--- src/rtl/ecc_link_ctrl_if.sv ---
// ecc_link_ctrl_if: requester, codec and response bundle around ecc_link_ctrl.
// The controller uses the slave modport; requesters, codec and consumer use master.
interface ecc_link_ctrl_if;
  logic       req0_valid;
  logic       req1_valid;
  logic [4:0] req0_data;
  logic [4:0] req1_data;
  logic [9:0] req0_err;
  logic [9:0] req1_err;
  logic       req0_ready;
  logic       req1_ready;
  logic [4:0] codec_raw;
  logic [9:0] codec_err;
  logic [3:0] codec_index;
  logic       codec_multi;
  logic       rsp_valid;
  logic       rsp_ready;
  logic       rsp_id;
  logic [1:0] rsp_status;
  logic [3:0] rsp_index;

  modport slave (
    input  req0_valid, req1_valid, req0_data, req1_data, req0_err, req1_err,
    input  codec_index, codec_multi, rsp_ready,
    output req0_ready, req1_ready, codec_raw, codec_err,
    output rsp_valid, rsp_id, rsp_status, rsp_index
  );

  modport master (
    output req0_valid, req1_valid, req0_data, req1_data, req0_err, req1_err,
    output codec_index, codec_multi, rsp_ready,
    input  req0_ready, req1_ready, codec_raw, codec_err,
    input  rsp_valid, rsp_id, rsp_status, rsp_index
  );
endinterface

--- src/rtl/ecc_link_ctrl.sv ---
// ecc_link_ctrl: round-robin sequencer sharing one 5->10 bit SEC-DED codec between two requesters.
// Define ECC_RETRY_EN to relaunch a word with a cleared mask after a DOUBLE result (up to MAX_RETRY times).
module ecc_link_ctrl #(
  parameter int MAX_RETRY = 2,
  parameter int CNT_W     = 8
) (
  input  logic             clk,
  input  logic             rst,
  ecc_link_ctrl_if.slave   bus,
  output logic [CNT_W-1:0] cnt_single,
  output logic [CNT_W-1:0] cnt_double,
  output logic             busy
);
  typedef enum logic [1:0] {IDLE, LAUNCH, CAPTURE, RESP} state_t;

  localparam logic [1:0] ST_CLEAN     = 2'b00;
  localparam logic [1:0] ST_CORRECTED = 2'b01;
  localparam logic [1:0] ST_FAILED    = 2'b10;
  localparam logic [1:0] ST_RECOVERED = 2'b11;

  state_t state, state_nxt;
  logic   last;
  logic   grant0, grant1, retry_go;
  logic   is_single, is_double;
  logic   can_retry, earlier_double;

  function automatic logic [CNT_W-1:0] sat_inc(input logic [CNT_W-1:0] v);
    return (&v) ? v : v + 1'b1;
  endfunction

  // Odd overall parity means one flip (index 0 is the parity bit itself); even parity with a
  // nonzero syndrome means two flips.
  assign is_single = bus.codec_multi;
  assign is_double = !bus.codec_multi && (bus.codec_index != 4'd0);

`ifdef ECC_RETRY_EN
  localparam logic [1:0] RETRY_LIMIT = 2'(MAX_RETRY);

  logic [1:0] retry;
  logic       had_double;

  always_ff @(posedge clk or negedge rst) begin
    if (!rst) begin
      retry      <= '0;
      had_double <= 1'b0;
    end else if (grant0 || grant1) begin
      retry      <= '0;
      had_double <= 1'b0;
    end else if (retry_go) begin
      retry      <= retry + 1'b1;
      had_double <= 1'b1;
    end
  end

  assign can_retry      = retry < RETRY_LIMIT;
  assign earlier_double = had_double;
`else
  logic unused_max_retry;
  assign unused_max_retry = ^MAX_RETRY;
  assign can_retry        = 1'b0;
  assign earlier_double   = 1'b0;
`endif

  always_ff @(posedge clk or negedge rst) begin
    if (!rst) state <= IDLE;
    else      state <= state_nxt;
  end

  // On a tie the requester that was not served last wins.
  always_comb begin
    state_nxt = state;
    grant0    = 1'b0;
    grant1    = 1'b0;
    retry_go  = 1'b0;
    case (state)
      IDLE: begin
        if (bus.req0_valid || bus.req1_valid) begin
          grant1    = bus.req1_valid && (!bus.req0_valid || !last);
          grant0    = !grant1;
          state_nxt = LAUNCH;
        end
      end
      LAUNCH:  state_nxt = CAPTURE;
      CAPTURE: begin
        if (is_double && can_retry) begin
          retry_go  = 1'b1;
          state_nxt = LAUNCH;
        end else begin
          state_nxt = RESP;
        end
      end
      RESP:    if (bus.rsp_ready) state_nxt = IDLE;
      default: state_nxt = IDLE;
    endcase
  end

  // The codec input registers double as the latched request, so they hold between requests.
  always_ff @(posedge clk or negedge rst) begin
    if (!rst) begin
      bus.codec_raw  <= '0;
      bus.codec_err  <= '0;
      bus.rsp_id     <= 1'b0;
      bus.rsp_status <= ST_CLEAN;
      bus.rsp_index  <= '0;
      cnt_single     <= '0;
      cnt_double     <= '0;
      last           <= 1'b1;
    end else begin
      if (grant0 || grant1) begin
        bus.codec_raw <= grant1 ? bus.req1_data : bus.req0_data;
        bus.codec_err <= grant1 ? bus.req1_err : bus.req0_err;
        bus.rsp_id    <= grant1;
      end
      if (retry_go) begin
        bus.codec_err <= '0;
        cnt_double    <= sat_inc(cnt_double);
      end else if (state == CAPTURE) begin
        bus.rsp_index <= bus.codec_index;
        if (is_double) begin
          bus.rsp_status <= ST_FAILED;
          cnt_double     <= sat_inc(cnt_double);
        end else begin
          if (is_single) cnt_single <= sat_inc(cnt_single);
          bus.rsp_status <= earlier_double ? ST_RECOVERED :
                            (is_single ? ST_CORRECTED : ST_CLEAN);
        end
      end
      if (state == RESP && bus.rsp_ready) last <= bus.rsp_id;
    end
  end

  assign bus.req0_ready = grant0;
  assign bus.req1_ready = grant1;
  assign bus.rsp_valid  = (state == RESP);
  assign busy           = (state != IDLE);
endmodule

--- src/flat_wrapper.sv ---
// flat-port wrapper written by rule: the top's interface ports become plain ports
module ecc_link_ctrl_flat 
#(
  parameter int MAX_RETRY = 2,
  parameter int CNT_W     = 8
)
  (clk, rst, cnt_single, cnt_double, busy, bus_req0_valid, bus_req1_valid, bus_req0_data, bus_req1_data, bus_req0_err, bus_req1_err, bus_codec_index, bus_codec_multi, bus_rsp_ready, bus_req0_ready, bus_req1_ready, bus_codec_raw, bus_codec_err, bus_rsp_valid, bus_rsp_id, bus_rsp_status, bus_rsp_index);
  ecc_link_ctrl_if bus_i ();
  input  logic clk;
  input  logic rst;
  output logic [CNT_W-1:0] cnt_single;
  output logic [CNT_W-1:0] cnt_double;
  output logic busy;
  input wire logic [$bits(bus_i.req0_valid)-1:0] bus_req0_valid;
  input wire logic [$bits(bus_i.req1_valid)-1:0] bus_req1_valid;
  input wire logic [$bits(bus_i.req0_data)-1:0] bus_req0_data;
  input wire logic [$bits(bus_i.req1_data)-1:0] bus_req1_data;
  input wire logic [$bits(bus_i.req0_err)-1:0] bus_req0_err;
  input wire logic [$bits(bus_i.req1_err)-1:0] bus_req1_err;
  input wire logic [$bits(bus_i.codec_index)-1:0] bus_codec_index;
  input wire logic [$bits(bus_i.codec_multi)-1:0] bus_codec_multi;
  input wire logic [$bits(bus_i.rsp_ready)-1:0] bus_rsp_ready;
  output wire logic [$bits(bus_i.req0_ready)-1:0] bus_req0_ready;
  output wire logic [$bits(bus_i.req1_ready)-1:0] bus_req1_ready;
  output wire logic [$bits(bus_i.codec_raw)-1:0] bus_codec_raw;
  output wire logic [$bits(bus_i.codec_err)-1:0] bus_codec_err;
  output wire logic [$bits(bus_i.rsp_valid)-1:0] bus_rsp_valid;
  output wire logic [$bits(bus_i.rsp_id)-1:0] bus_rsp_id;
  output wire logic [$bits(bus_i.rsp_status)-1:0] bus_rsp_status;
  output wire logic [$bits(bus_i.rsp_index)-1:0] bus_rsp_index;
  assign bus_i.req0_valid = bus_req0_valid;
  assign bus_i.req1_valid = bus_req1_valid;
  assign bus_i.req0_data = bus_req0_data;
  assign bus_i.req1_data = bus_req1_data;
  assign bus_i.req0_err = bus_req0_err;
  assign bus_i.req1_err = bus_req1_err;
  assign bus_i.codec_index = bus_codec_index;
  assign bus_i.codec_multi = bus_codec_multi;
  assign bus_i.rsp_ready = bus_rsp_ready;
  assign bus_req0_ready = bus_i.req0_ready;
  assign bus_req1_ready = bus_i.req1_ready;
  assign bus_codec_raw = bus_i.codec_raw;
  assign bus_codec_err = bus_i.codec_err;
  assign bus_rsp_valid = bus_i.rsp_valid;
  assign bus_rsp_id = bus_i.rsp_id;
  assign bus_rsp_status = bus_i.rsp_status;
  assign bus_rsp_index = bus_i.rsp_index;
  ecc_link_ctrl #(.MAX_RETRY(MAX_RETRY), .CNT_W(CNT_W)) u_core (.clk(clk), .rst(rst), .bus(bus_i), .cnt_single(cnt_single), .cnt_double(cnt_double), .busy(busy));
endmodule
--- config.mk ---
export PLATFORM = sky130hd
export DESIGN_NAME = ecc_link_ctrl_flat
export DESIGN_NICKNAME = d
export VERILOG_FILES = /design/src/rtl/ecc_link_ctrl_if.sv /design/src/rtl/ecc_link_ctrl.sv /design/src/flat_wrapper.sv
export SDC_FILE = /design/constraint.sdc
export NUM_CORES = 1
export LEC_CHECK = 0
export ABC_AREA = 0
export CAP_MARGIN = 30
export CELL_PAD_IN_SITES_DETAIL_PLACEMENT = 1
export CELL_PAD_IN_SITES_GLOBAL_PLACEMENT = 1
export CORE_ASPECT_RATIO = 1.5
export CORE_MARGIN = 2
export CORE_UTILIZATION = 25
export DETAILED_ROUTE_END_ITERATION = 10
export GPL_TIMING_DRIVEN = 0
export PLACE_DENSITY = 0.72
export SYNTH_ARGS = -nofsm -noshare
export SYNTH_HDL_FRONTEND = slang
export SYNTH_SLANG_ARGS = --single-unit
--- constraint.sdc ---
create_clock -name clk -period 2.7 [get_ports clk]
set_input_delay 0.405 -clock clk [delete_from_list [all_inputs] [get_ports clk]]
set_output_delay 0.405 -clock clk [all_outputs]
set_load 0.05 [all_outputs]
==> impl_metrics.toml <==
[clock_tree]
cts_htree_levels = 2
clk_latency_ns = 0.28
cts.sinks = 41
cts_tree = "done"
clk_path_buf_depth = 2
clockRootBuffer = "clkbuf_16"
path_clk_slew_ns = 0.06
cts_made_buffers = 5

[setup_path]
rr_startpoint = "u_core.state[0]"
path_max_fanout = 10
cp.required_ns = 2.30
cp-start-kind = "flop"
cp_data_arrival_time_ns = 2.13
startpoint = "u_core.state[0]"
path_class = "flop to output pin"
cp-end-kind = "output pin"

[pwr]
power_mw = 3.98
p_leak_nw = 1.29
ir_worst_vdd_uv = 560
pwr_density_cell_nw_per_um2 = 1290

[cells_and_area]
layout.cells.non_filler = 382
area_growth_pct = 58.3
drive_above_1_share = 0.129
antenna_cells = 0
nets = 325

[sta]
relSlewSlack = 0.629
totalNegativeSetupSlack_ns = 0
fin_crit_sh = 0.940
fin_skew_ns = 0.00398
finalHoldViolations = 0
setup_violations = 0
rsz0062_at_grt = "no"
fin_crit_ns = 2.54
max_slew.worst_pin.slew_ns = 0.553
slew_violations = 0
timing.fmax_mhz = 394

[logic_synthesis]
synth_fp_nets = 235
synth.distinct_cells = 35
synth_area_sq_um = 1940
avgSynthCellArea_sq_um = 10.3
syn_inst = 189
synth-seq-cells = 41
seq_area_frac_synth = 0.529
yosysWarningCount = 0

[route]
via_per_inst = 4.47
route.vias.total = 1706
drt-initial-drc-count = 45
antenna_left = 0
wl_per_cell_um = 14.3
drt-total-wl_mm = 5.45
dr.pass1.iters = 4
drc = 0

[global_routing]
gr-total-overflow = 0
grt_pass1_wl_mm = 8.96
first_global_vias = 1821
grt_usage = 0.132
antenna_found_initial = 0
grt_max_degree = 33

[floorplanning]
die_w_um = 76.0
die_area_sq_um = 8500
initial_utilization = 0.257
num_rows = 39
pin_count = 82
dieHeight_um = 112
core_area_sq_um = 7560

[placed_design]
hpwl_mm = 4.14
place_inst = 373
gp_congestion = 0.759
io_buffers = 81

[worst_hold_path]
hold_class = "flop to flop"
hp-start = "u_core.bus.codec_err[1]"

[run_status]
status = "finished, final reports clean"

[job]
timing.max_cap.violations = 0
## critical path, cell delays in order, from the launching register on
cell and delay, ns:
dfrtp_1 0.39, inv_1 0.13, ha_1 0.25, nand2_1 0.09
a21oi_2 0.33, buf_4 0.26, clkdlybuf4s15_2 0.39
## flip-flops by register name, indices dropped and copies added, names as in the netlist
register               cells
u_core.bus.codec_raw       5
u_core.bus.codec_err      10
u_core.bus.rsp_index       4
u_core.state               2
u_core.last                1
u_core.bus.rsp_status      2
u_core.bus.rsp_id          1
u_core.cnt_single          8
u_core.cnt_double          8
## synthesized netlist by cell type, drive strengths merged
| master | number | area share |
|---|---|---|
| ha | 6 | 0.039 |
| nor3 | 1 | 0.0084 |
| inv | 7 | 0.014 |
| and4 | 2 | 0.0097 |
| dfstp | 1 | 0.014 |
| nand2 | 26 | 0.052 |
| buf | 4 | 0.015 |
| o21ai | 21 | 0.054 |
| nand3 | 6 | 0.015 |
| nor2 | 19 | 0.038 |
| dfrtp | 40 | 0.52 |
| nand2b | 1 | 0.0032 |
| o21bai | 1 | 0.0058 |
| and3 | 4 | 0.013 |
| o2111ai | 1 | 0.0045 |
| nor4 | 1 | 0.011 |
| nand4 | 3 | 0.0097 |
| a31oi | 1 | 0.0032 |
| clkbuf | 1 | 0.0019 |
| a21oi | 20 | 0.055 |
| xnor2 | 9 | 0.041 |
| a21o | 2 | 0.0084 |
| mux2 | 10 | 0.062 |
| mux2i | 1 | 0.0052 |
| nor2b | 1 | 0.0032 |
## power breakdown
part / total, mW / internal [mW] / leakage [nW] / switching, mW
Combinational: 2.21 / 0.775 / 0.701 / 1.43
Sequential: 1.07 / 0.880 / 0.507 / 0.193
Clock: 0.699 / 0.462 / 0.0841 / 0.237
## final cells by class
type | instances | area [sq um]
Tap cell | 102 | 128
Buffer | 5 | 32.5
Sequential cell | 41 | 1030
Inverter | 7 | 26.3
Multi-Input combinational cell | 136 | 856
Clock inverter | 1 | 30.0
Timing Repair Buffer | 83 | 832
Clock buffer | 7 | 143
Fill cell | 854 | 4490
## metrics by stage
| step | utilization | setup WS (ns) | cell area [sq um] | hold slack [ns] |
|---|---|---|---|---|
| global route | 0.406 | 0.00212 | 3070 | 0.518 |
| detailed placement | 0.383 | -0.198 | 2900 | 0.290 |
| CTS | 0.407 | 0.0102 | 3080 | 0.484 |
| finish | 0.406 | 0.162 | 3070 | 0.476 |
| floorplan | - | 0.787 | 1940 | 0.109 |
| global placement | 0.381 | -0.177 | 2880 | 0.465 |
## layout by cell type (no fill, tap or decap), drive strengths merged
master / count
clkdlybuf4s15: 1
nand3: 6
buf: 6
and4: 2
dlygate4sd3: 1
clkdlybuf4s50: 78
a21o: 2
inv: 7
nand4: 3
nor3: 1
nand2: 26
o21bai: 1
xnor2: 9
clkbuf: 9
nor2: 19
and3: 4
nor4: 1
bufinv: 1
o21ai: 21
dfrtp: 40
mux2i: 1
ha: 6
nor2b: 1
nand2b: 1
dfstp: 1
mux2: 10
a31oi: 1
o2111ai: 1
a21oi: 20
## logic make-up after synthesis
kind of cell,after synthesis,synth area share
and+or+nand+nor,64,0.163
DFF,41,0.529
buffers and inverters,12,0.0303
AOI/OAI and AO/OA,46,0.131
xor gates and xnor gates,9,0.0406
muxes,11,0.0670
adders and majority gates,6,0.0387
## routing by layer
| metal | track usage | up-vias | routed length, um |
|---|---|---|---|
| li1 | - | 825 | - |
| met1 | 0.152 | 838 | 2190 |
| met2 | 0.245 | 38 | 2970 |
| met3 | 0.0243 | 5 | 217 |
| met4 | 0.0436 | 0 | 71 |
| met5 | 0 | - | 0 |
## worst paths after layout
kind,to,slack [ns],cells after the start
worst max-delay path,bus_req1_ready,0.16,6
worst min-delay path,u_core.bus.codec_err[1],0.48,2
worst max register to register,u_core.cnt_double[6],0.82,7
worst min register to register,u_core.bus.codec_err[1],0.48,2
max in group asynchronous,u_core.last,1.66,3
min in group asynchronous,u_core.cnt_double[0],0.52,2
## what timing repair did
action	4_1_cts	5_1_grt
resized for setup	5	1
hold buffers	1	0
endpoints found under the hold margin	9	0
setup endpoints to repair	2	1
buffers inserted	0	0
Note: power is estimated with default switching activity, not from simulation.
